==> src/rtl/adder_share_arbiter.sv <==
// adder_share_arbiter: round-robin arbiter that time-shares one registered
// adder among NREQ requesters and returns each sum tagged with the index of
// the requester that supplied the operands.
module adder_share_arbiter #(
  parameter int NREQ = 4,
  parameter int W    = 4,
  localparam int IDW = (NREQ > 1) ? $clog2(NREQ) : 1
) (
  input  logic              clk,
  input  logic              rst_n,
  input  logic [NREQ-1:0]   req_valid,
  input  logic [NREQ*W-1:0] req_a,
  input  logic [NREQ*W-1:0] req_b,
  output logic [NREQ-1:0]   req_ready,
  output logic              res_valid,
  output logic [W:0]        res_data,
  output logic [IDW-1:0]    res_id,
  input  logic              res_ready,
  output logic              busy
);

  typedef enum logic [1:0] {
    ST_IDLE = 2'd0,
    ST_ADD  = 2'd1,
    ST_OUT  = 2'd2
  } state_t;

  state_t         state_r;
  state_t         state_s;
  logic [IDW-1:0] ptr_r;
  logic [W-1:0]   a_r;
  logic [W-1:0]   b_r;
  logic [IDW-1:0] id_r;

  logic [IDW:0]   cand_s;
  logic [IDW-1:0] cand_idx_s;
  logic           hit_s;
  logic           found_s;
  logic [IDW-1:0] grant_idx_s;
  logic [W-1:0]   sel_a_s;
  logic [W-1:0]   sel_b_s;
  logic           can_take_s;
  logic           take_s;

  // Round-robin search: first valid requester at or after ptr, with wrap.
  always_comb begin
    cand_s      = {(IDW+1){1'b0}};
    cand_idx_s  = {IDW{1'b0}};
    hit_s       = 1'b0;
    found_s     = 1'b0;
    grant_idx_s = {IDW{1'b0}};
    for (int k = 0; k < NREQ; k++) begin
      cand_s = {1'b0, ptr_r} + (IDW+1)'(k);
      cand_s = (cand_s >= (IDW+1)'(NREQ)) ? (cand_s - (IDW+1)'(NREQ)) : cand_s;
      cand_idx_s  = cand_s[IDW-1:0];
      hit_s       = ~found_s & req_valid[cand_idx_s];
      grant_idx_s = hit_s ? cand_idx_s : grant_idx_s;
      found_s     = found_s | hit_s;
    end
  end

  // Operand mux for the winning requester.
  always_comb begin
    sel_a_s = {W{1'b0}};
    sel_b_s = {W{1'b0}};
    for (int j = 0; j < NREQ; j++) begin
      sel_a_s = sel_a_s | (req_a[j*W +: W] & {W{grant_idx_s == IDW'(j)}});
      sel_b_s = sel_b_s | (req_b[j*W +: W] & {W{grant_idx_s == IDW'(j)}});
    end
  end

  // A grant is possible when idle, or when the held result leaves this cycle.
  always_comb begin
    can_take_s = (state_r == ST_IDLE) || ((state_r == ST_OUT) && res_ready);
    take_s     = rst_n && found_s && can_take_s;
    if (take_s) begin
      req_ready = NREQ'(1) << grant_idx_s;
    end else begin
      req_ready = {NREQ{1'b0}};
    end
  end

  // Next-state logic for the IDLE/ADD/OUT sequencer.
  always_comb begin
    state_s = state_r;
    case (state_r)
      ST_IDLE: begin
        if (take_s) begin
          state_s = ST_ADD;
        end else begin
          state_s = ST_IDLE;
        end
      end
      ST_ADD: begin
        state_s = ST_OUT;
      end
      ST_OUT: begin
        if (res_ready) begin
          state_s = take_s ? ST_ADD : ST_IDLE;
        end else begin
          state_s = ST_OUT;
        end
      end
      default: begin
        state_s = ST_IDLE;
      end
    endcase
  end

  // State register.
  always_ff @(posedge clk) begin
    if (!rst_n) begin
      state_r <= ST_IDLE;
    end else begin
      state_r <= state_s;
    end
  end

  // Operand capture and pointer advance on every accepted transfer.
  always_ff @(posedge clk) begin
    if (!rst_n) begin
      ptr_r <= {IDW{1'b0}};
      a_r   <= {W{1'b0}};
      b_r   <= {W{1'b0}};
      id_r  <= {IDW{1'b0}};
    end else if (take_s) begin
      ptr_r <= (grant_idx_s == IDW'(NREQ-1)) ? {IDW{1'b0}} : (grant_idx_s + IDW'(1));
      a_r   <= sel_a_s;
      b_r   <= sel_b_s;
      id_r  <= grant_idx_s;
    end else begin
      ptr_r <= ptr_r;
      a_r   <= a_r;
      b_r   <= b_r;
      id_r  <= id_r;
    end
  end

  // Shared adder stage and result holding register; carry is always kept.
  always_ff @(posedge clk) begin
    if (!rst_n) begin
      res_valid <= 1'b0;
      res_data  <= {(W+1){1'b0}};
      res_id    <= {IDW{1'b0}};
    end else if (state_r == ST_ADD) begin
      res_valid <= 1'b1;
      res_data  <= {1'b0, a_r} + {1'b0, b_r};
      res_id    <= id_r;
    end else if ((state_r == ST_OUT) && res_ready) begin
      res_valid <= 1'b0;
    end else begin
      res_valid <= res_valid;
    end
  end

  // Busy flag registered alongside the state so it stays glitch-free.
  always_ff @(posedge clk) begin
    if (!rst_n) begin
      busy <= 1'b0;
    end else begin
      busy <= (state_s != ST_IDLE);
    end
  end

endmodule
==> config.mk <==
export PLATFORM = sky130hd
export DESIGN_NAME = adder_share_arbiter
export DESIGN_NICKNAME = d
export VERILOG_FILES = /design/src/rtl/adder_share_arbiter.sv
export SDC_FILE = /design/constraint.sdc
export NUM_CORES = 1
export LEC_CHECK = 0
export ABC_AREA = 1
export CORE_UTILIZATION = 35
export DETAILED_ROUTE_END_ITERATION = 10
export GPL_TIMING_DRIVEN = 0
export PLACE_DENSITY_LB_ADDON = 0.05
export RECOVER_POWER = 100
export SYNTH_ARGS = -nofsm -noshare
export SYNTH_HDL_FRONTEND = slang
export SYNTH_SLANG_ARGS = --single-unit
==> constraint.sdc <==
create_clock -name clk -period 2.9 [get_ports clk]
set_clock_uncertainty 0.05 [all_clocks]
set_input_delay 0.58 -clock clk [delete_from_list [all_inputs] [get_ports clk]]
set_output_delay 0.58 -clock clk [all_outputs]
set_load 0.05 [all_outputs]
Word level (Yosys, flattened, before mapping)
Cells that the tools add are included.
{"block": "totals", "register_bits": 23, "output_inout_bits": 13, "input_bits": 39, "wordCells": 86}
{"block": "op_classes", "eq_ne": 5, "shift": 1, "n_bitwise": 23, "reduce_logical": 8, "n_addsub": 9, "n_mux": 23, "n_lt_le_gt_ge": 8}
{"op": "4-bit AND", "n": 8}
{"op": "4-bit bitwise OR", "n": 6}
{"op": "2-bit two-way mux", "n": 10}
{"op": "2-bit by 3-bit < comparator with 1-bit output, second input constant", "n": 4}
{"op": "3-bit >= comparator, second input constant", "n": 3}
{"op": "1-bit binary-select mux with 2-bit select", "n": 4}
{"op": "2-bit by 1-bit subtractor with 2-bit output, second input constant", "n": 4}
{"op": "1-bit two-way mux", "n": 7}
{"op": "2-bit by 2-bit adder with 3-bit output, second input constant", "n": 2}
{"op": "2-bit == test, second input constant", "n": 3}
{"op": "2-bit case mux with 3 select lines", "n": 1}
{"op": "4-bit by 4-bit adder with 5-bit output", "n": 1}
{"op": "2-bit by 1-bit == test with 1-bit output, second input constant", "n": 2}
{"op": "2-bit zero test", "n": 2}
{"op": "4-bit two-way mux", "n": 1}
{"op": "2-bit nonzero test", "n": 2}
{"op": "1-bit by 2-bit left shift with 4-bit output, first input constant", "n": 1}
{"op": "2-bit by 1-bit adder with 3-bit output, second input constant", "n": 1}
{"op": "1-bit AND", "n": 3}
{"op": "2-bit by 3-bit >= comparator with 1-bit output, second input constant", "n": 1}
{"op": "1-bit logical AND", "n": 3}
{"op": "1-bit inverter", "n": 3}
{"op": "1-bit bitwise OR", "n": 3}
{"op": "2-bit by 1-bit adder with 2-bit output, second input constant", "n": 1}
{"op": "1-bit logical OR", "n": 1}

Depth between registers and ports, before layout
Gate-level depths: netlist of the first run.
{"block": "depth", "word_depth": 19, "ltp_mapped": 17, "ltp_nobuf": 16}

Worst setup path before layout of the first run
Ideal clock, no wire load.
{"block": "synth_path", "path_kind": "in2out", "start": "input port req_valid[0]", "end": "output port req_ready[3]", "required_time_ns": 2.270, "slack_ns": -0.201, "stages": 13, "path_buffers": 1, "t_arrival_ns": 2.471, "cell_sequence": "inv_1 -> nand2_1 -> nand3_2 -> nand2_2 -> nor2_4 -> nand3_1 -> nand2_1 -> nand2_1 -> inv_1 -> ha_1 -> clkbuf_1 -> inv_1 -> nor2_1"}
{"block": "synth_between", "word_cells_on_any_way": 25, "classes_between": "1 x shift; 13 x mux; 9 x bitwise; 2 x reduce/logical"}
{"item": "start: declaration", "line_no": "11", "text": "input logic [NREQ-1:0] req_valid,"}
{"item": "1-bit binary-select mux with 2-bit select", "line_no": "56", "text": "hit_s = ~found_s & req_valid[cand_idx_s];"}
{"item": "1-bit two-way mux (not written as such)", "line_no": "56"}
{"item": "1-bit inverter", "line_no": "56"}
{"item": "1-bit AND", "line_no": "56"}
{"item": "1-bit bitwise OR", "line_no": "58", "text": "found_s = found_s | hit_s;"}
{"item": "1-bit inverter", "line_no": "56"}
{"item": "1-bit AND", "line_no": "56"}
{"item": "1-bit bitwise OR", "line_no": "58"}
{"item": "1-bit inverter", "line_no": "56"}
{"item": "1-bit AND", "line_no": "56"}
{"item": "2-bit two-way mux (*)", "line_no": "57", "text": "grant_idx_s = hit_s ? cand_idx_s : grant_idx_s;"}
{"item": "named net grant_idx_s[0]", "line_no": "39", "text": "logic [IDW-1:0] grant_idx_s;"}
{"item": "1-bit by 2-bit left shift with 4-bit output (*)", "line_no": "77", "text": "req_ready = NREQ'(1) << grant_idx_s;"}
{"item": "4-bit two-way mux (*)", "line_no": "76", "text": "if (take_s) begin"}
{"item": "end: declaration", "line_no": "14", "text": "output logic [NREQ-1:0] req_ready,"}
The timed path passes the listed nets; every way through them passes the cells marked *. The select of a mux whose other input is x is not followed.

Final worst setup path of the first run
Ends and elaborated chain as after synthesis.

==> results of run 1 <==
## layout make-up
class	instances	area, um^2
repair buffers	58	561
plain buffers	6	33.8
well taps	50	62.6
fillers	425	1800
inverters	28	106
flip-flops and latches	23	463
clock buffers	4	45.0
multi-input cells	164	987
## power by group
| part | switching [mW] | internal, mW |
|---|---|---|
| registers | 0.0495 | 0.412 |
| clock network | 0.0954 | 0.0978 |
| logic | 0.961 | 0.598 |
## critical path, cell delays in order
cell	delay, ns
dlygate4sd2_1	0.22
inv_2	0.04
nand2_2	0.08
nand3_4	0.09
buf_4	0.14
a31oi_1	0.21
nand3_2	0.14
o21ai_4	0.13
inv_2	0.10
ha_4	0.17
inv_1	0.06
nor2_2	0.04
buf_6	0.15
## through the flow
stage                     hold slack (ns)  utilization [%]  cells  power (mW)  setup WS [ns]
after floorplan                     0.380                -    225        1.41        0.00396
after global placement              0.404             51.1    326        1.75          -1.21
after detailed placement            0.404             51.1    326        1.77          -1.21
after CTS                           0.418             55.5    332        2.22         0.0751
after global routing                0.453             55.7    333        2.41        -0.0363
final                               0.416             55.7    333        2.21          0.111
## repair_timing
action / 4_1_cts / 5_1_grt
setup endpoints to repair: 4 / 4
hold buffers: 0 / 0
buffers inserted: 6 / 1
hold endpoints to repair: 0 / 0
pin swaps: 12 / 10
resized for setup: 56 / 10
## placed cells by master, fill, tap and decap left out, types with 2 or more instances in the layout
cell	netlist	routed
dfxtp_2	0	2
nand3_2	3	2
nand2_2	9	10
dlygate4sd2_1	0	3
dfxtp_1	23	21
dlygate4sd3_1	0	11
inv_2	2	7
buf_4	1	8
o21ai_2	0	3
clkdlybuf4s50_1	0	32
inv_1	25	20
clkbuf_1	6	5
o21ai_0	18	17
ha_1	8	4
nand2_1	59	55
buf_6	2	4
clkbuf_8	0	3
nand4_1	8	8
a21oi_1	11	11
ha_4	0	4
nor2_2	1	5
nand3_1	3	2
nand2_4	0	3
nand3_4	1	3
nor2_1	29	25
o21ai_1	6	3
## how the worst max path moves through the flow
stage,endpoint,from,cells past startpoint,slack (ns)
floorplan,req_ready[3],req_valid[0],13,0.004
global placement,req_ready[1],req_valid[0],14,-1.21
detailed placement,req_ready[0],req_valid[1],14,-1.21
CTS,req_ready[2],req_valid[1],13,0.08
global route,req_ready[3],req_valid[1],13,-0.04
finish,req_ready[3],req_valid[0],13,0.11
## registers in the layout (all words and copies together) (netlist names)
name,count
a_r,4
b_r,4
busy,1
id_r,2
ptr_r,2
res_data,5
res_id,2
res_valid,1
state_r,2
## cells by family after synthesis
| group | count (synthesis) |
|---|---|
| compound gates | 39 |
| fa+ha+maj | 9 |
| simple gates | 115 |
| buf+inv | 38 |
| flops | 23 |
| xor+xnor | 1 |
## per-layer routing
layer	share of wire [%]	vias to the layer above	wire [um]	GRT usage (%)
li1	-	827	-	-
met3	5.1	4	186	2.36
met1	50	666	1830	24.3
met2	44	48	1600	26.6
met4	0.96	0	35	5.05
met5	0	-	0	0
==> metrics.md, run 1 <==
| Metric | Value |
|---|---|
| CTS tree | `yes` |
| Most common cell in the synthesized netlist | `nand2_1` |
| Top Ports | `52` |
| Core Region | `4060 um^2` |
| Synth top area cells | `dfxtp_1 31%, nand2_1 15%, nor2_1 7.3%, ha_1 6.7%, inv_1 6.3%` |
| Die X | `67.3 um` |
| Minimum clock period | `2.79 ns` |
| Root buffer cell | `clkbuf_8` |
| Largest net degree at the start of global routing | `13` |
| Ys async rst share | `0%` |
| CP endpoint kind | `primary output` |
| Most common library cells after synthesis | `59 x nand2_1, 29 x nor2_1, 25 x inv_1` |
| Worst vdd ir | `0.000490 V` |
| Starting density of the core | `36.7%` |
| Number of diodes | `0` |
| Max Slew Vio Count | `0` |
| CTS Sinks | `23` |
| Worst Hold End | `res_id[1]` |
| Endpoints failing hold | `0` |
| Pwr Density | `980 nW/um^2` |
| Synth cell types | `28` |
| Slew HR | `66.9%` |
| Fin crit share | `96.2%` |
| Post-Synth Simple-Gate Area | `35.0%` |
| WP data arrival | `2.16 ns` |
| Row Count | `23` |
| Insertion delay of the later-clocked pin in the worst-skew pair | `0.26 ns` |
| Share of cells above drive strength 1 | `21.2%` |
| Drt drc | `0` |
| CP Class | `in2out` |
| Wire per inst | `11.0 um` |
| Max-cap viol count | `0` |
| First-pass GRT wire length | `6.03 mm` |
| Post-synth top area share | `30.9%` |
| # port buffers | `51` |
| Avg Cell Area, Syn | `6.62 um^2` |
| Synth Flop Type | `dfxtp_1` |
| HPWL after DPL | `2.64 mm` |
| H-tree levels | `1` |
| Synth Area in Adders | `8.06%` |
| Multiplexer share of the synthesized area | `0%` |
| FF-to-FF path depth | `13` |
| Status | `complete, no violations` |
| Hold depth | `2` |
| Die ar. | `4520 um^2` |
| DRT Pass-1 Iters | `4` |
| Sequential-to-total area share from yosys stat | `30.9%` |
| EDFF count, synth | `0` |
| Vias in the first global route | `1369` |
| FF+latch count, synth | `23` |
| Reg-to-Reg End | `ptr_r[0]` |
| Largest family of logic cells by synthesized area | `simple AND/OR/NAND/NOR gates` |
| Cell area after synthesis | `1490 um^2` |
| Antenna Nets Post-Route | `0` |
| Leak | `0.991 nW` |
| Total GRT Usage | `17.2%` |
| Vias per cell | `4.64` |
| RePlAce Congestion | `0.781` |
| Worst min path class | `reg2reg` |
| Fmax | `0.358 GHz` |
| Post-DP Area | `2070 um^2` |
| Hold path startpoint | `id_r[1]` |
| DR vias | `1545` |
| Setup TNS | `0 ns` |
| Reg2Reg Launch Point | `ptr_r[0]` |
| WP data required | `2.27 ns` |
| Remaining global-route overflow | `0` |
| Cts bufs inserted | `3` |
| Compound-Gate Fraction of Synth Area | `14.0%` |
| Detailed Route WL | `3.65 mm` |
| Non-Filler Cell Area, Final | `2260 um^2` |
| Worst-margin pin slew | `0.495 ns` |
| Clock slew at reported path FFs | `0.08 ns` |
| Crit start category | `input pin` |
| Initial DRC count | `46` |
| Clk buf depth | `2` |
| Total number of yosys warnings | `0` |
| Worst-path fanout max | `4` |
| # setup viols final | `0` |
| Syn nets | `273` |
| Post-Synthesis Cells | `225` |
| Area grow syn2layout | `51.6%` |
| Synth Area in XOR/XNOR | `0.588%` |
| Initial antenna violation count | `0` |
| Nets@finish | `332` |
| Leading area contributor after synthesis | `dfxtp_1` |
| Flop2flop setup slack | `0.39 ns` |
| Die extent in y | `67.3 um` |
Power figures use the tool's default switching activity.
==> inputs of run 2 (changes only) <==
CORE_UTILIZATION = 26   (was 35)
==> metrics.md, run 2 (synthesis gave the netlist of run 1 again) <==
| Metric | Value |
|---|---|
| Status | `complete, no violations` |
| Area grow syn2layout | `52.1%` |
| Most frequent cells in the layout | `56 x nand2_1, 32 x clkdlybuf4s50_1, 25 x nor2_1, 21 x dfxtp_1, 20 x inv_1` |
| Switching Fraction | `49.9%` |
| Die X | `77.7 um` |
| Worst vdd ir | `0.000272 V` |
| Antenna Nets Post-Route | `0` |
| Nets@finish | `333` |
| Initial DRC count | `40` |
| Wire per inst | `10.9 um` |
| Seq pwr share | `20.9%` |
| Crit start category | `input pin` |
| Cell Int Power | `1.10 mW` |
| Largest net degree at the start of global routing | `13` |
| Die extent in y | `77.7 um` |
| CP endpoint kind | `primary output` |
| Pwr Density | `971 nW/um^2` |
| Biggest register | `res_data` |
| Root buffer cell | `clkbuf_8` |
| P_sw | `1.10 mW` |
| Core Region | `5510 um^2` |
| Hold depth | `2` |
| DRT Pass-1 Iters | `4` |
| Hold path startpoint | `id_r[1]` |
| HPWL after DPL | `2.92 mm` |
| Slew HR | `66.3%` |
| Insertion delay of the later-clocked pin in the worst-skew pair | `0.26 ns` |
| Clock slew at reported path FFs | `0.08 ns` |
| Drt drc | `0` |
| Most common cell after layout, fill and taps aside | `nand2_1` |
| Share of cells above drive strength 1 | `20.8%` |
| Max Slew Vio Count | `0` |
| H-tree levels | `1` |
| Vias in the first global route | `1423` |
| Reg-to-Reg End | `ptr_r[0]` |
| Initial antenna violation count | `0` |
| Max-cap viol count | `0` |
| Reg2Reg Launch Point | `ptr_r[0]` |
| Worst-margin pin slew | `0.504 ns` |
| Setup TNS | `0 ns` |
| # setup viols final | `0` |
| Non-Filler Cell Area, Final | `2270 um^2` |
| # port buffers | `51` |
| Post-DP Area | `2100 um^2` |
| CTS Hold Bufs | `0` |
| RePlAce Congestion | `0.740` |
| FF-to-FF path depth | `12` |
| WP data required | `2.27 ns` |
| Cts bufs inserted | `3` |
| Starting density of the core | `27.1%` |
| CP Class | `in2out` |
| Vias per cell | `4.23` |
| Clock share of power | `8.9%` |
| Endpoints failing hold | `0` |
| CTS tree | `yes` |
| Largest registers | `res_data x5, a_r x4, b_r x4` |
| Worst min path class | `reg2reg` |
| Combinational power share | `70.2%` |
| Detailed Route WL | `3.86 mm` |
| Flop2flop setup slack | `0.42 ns` |
| Row Count | `27` |
| Clk buf depth | `2` |
| Max FFs per register | `5` |
| Top Ports | `52` |
| First-pass GRT wire length | `6.63 mm` |
| Fmax | `0.358 GHz` |
| Power Total | `2.20 mW` |
| CTS Sinks | `23` |
| Number of diodes | `0` |
| Fin crit share | `96.4%` |
| WP data arrival | `2.17 ns` |
| Final Core Density | `41.1%` |
| DR vias | `1507` |
| Worst Hold End | `res_id[1]` |
| Leak | `0.991 nW` |
| Die ar. | `6040 um^2` |
| RSZ-0062 raised after global routing | `no` |
| Worst-path fanout max | `4` |
| Total GRT Usage | `13.8%` |
| Minimum clock period | `2.80 ns` |
| Remaining global-route overflow | `0` |
[run 2: area by class of cell]
class / count / area (um^2)
repair buffers: 59 / 567
flip-flops and latches: 23 / 463
well taps: 72 / 90.1
multi-input cells: 164 / 961
fillers: 623 / 3240
plain buffers: 6 / 33.8
inverters: 28 / 106
clock buffers: 4 / 45.0
[run 2: worst max path at each step]
stage | from | to | depth (start not counted)
floorplan | req_valid[0] | req_ready[3] | 13
global placement | req_valid[0] | req_ready[1] | 14
detailed placement | req_valid[0] | req_ready[0] | 14
CTS | req_valid[0] | req_ready[2] | 13
global route | req_valid[1] | req_ready[2] | 13
finish | req_valid[1] | req_ready[2] | 14
[run 2: power groups by stage]
stage               Clock, mW  Combinational [mW]  Sequential (mW)
floorplan                   0               0.829            0.579
global placement            0                1.31            0.467
detailed placement          0                1.31            0.467
CTS                     0.206                1.59            0.461
global route            0.219                1.73            0.475
finish                  0.195                1.54            0.460
[run 2: through the flow]
step / worst slack [ns] / hold slack (ns) / instances
6_report: 0.103 / 0.423 / 356
3_3_place_gp: -1.23 / 0.403 / 348
3_5_place_dp: -1.23 / 0.410 / 348
5_1_grt: 0.00393 / 0.442 / 356
2_1_floorplan: 0.00396 / 0.380 / 225
4_1_cts: 0.0805 / 0.423 / 356
[run 2: repair_timing]
action                                  4_1_cts  5_1_grt
pin swaps                                    13        3
resized for setup                            54        8
endpoints found under the setup margin        4        4
setup buffers                                 8        0
[run 2: critical path, stage by stage]
cell	delay [ns]
dlygate4sd2_1	0.25
inv_1	0.07
nand2_2	0.05
nand3_2	0.10
nand2_4	0.07
nor2_4	0.15
nand3_4	0.11
nand3_2	0.11
o21ai_4	0.09
inv_2	0.11
ha_4	0.15
inv_1	0.04
nor2_2	0.10
buf_6	0.16
[run 2: per-layer routing]
layer / part of all wire, % / GRT usage, % / routed length [um] / up-vias
met1: 50 / 17.8 / 1920 / 640
li1: - / - / - / 831
met3: 4.8 / 2.35 / 186 / 2
met5: 0 / 0 / 0 / -
met4: 0.93 / 5.09 / 36 / 0
met2: 44 / 23.0 / 1720 / 34
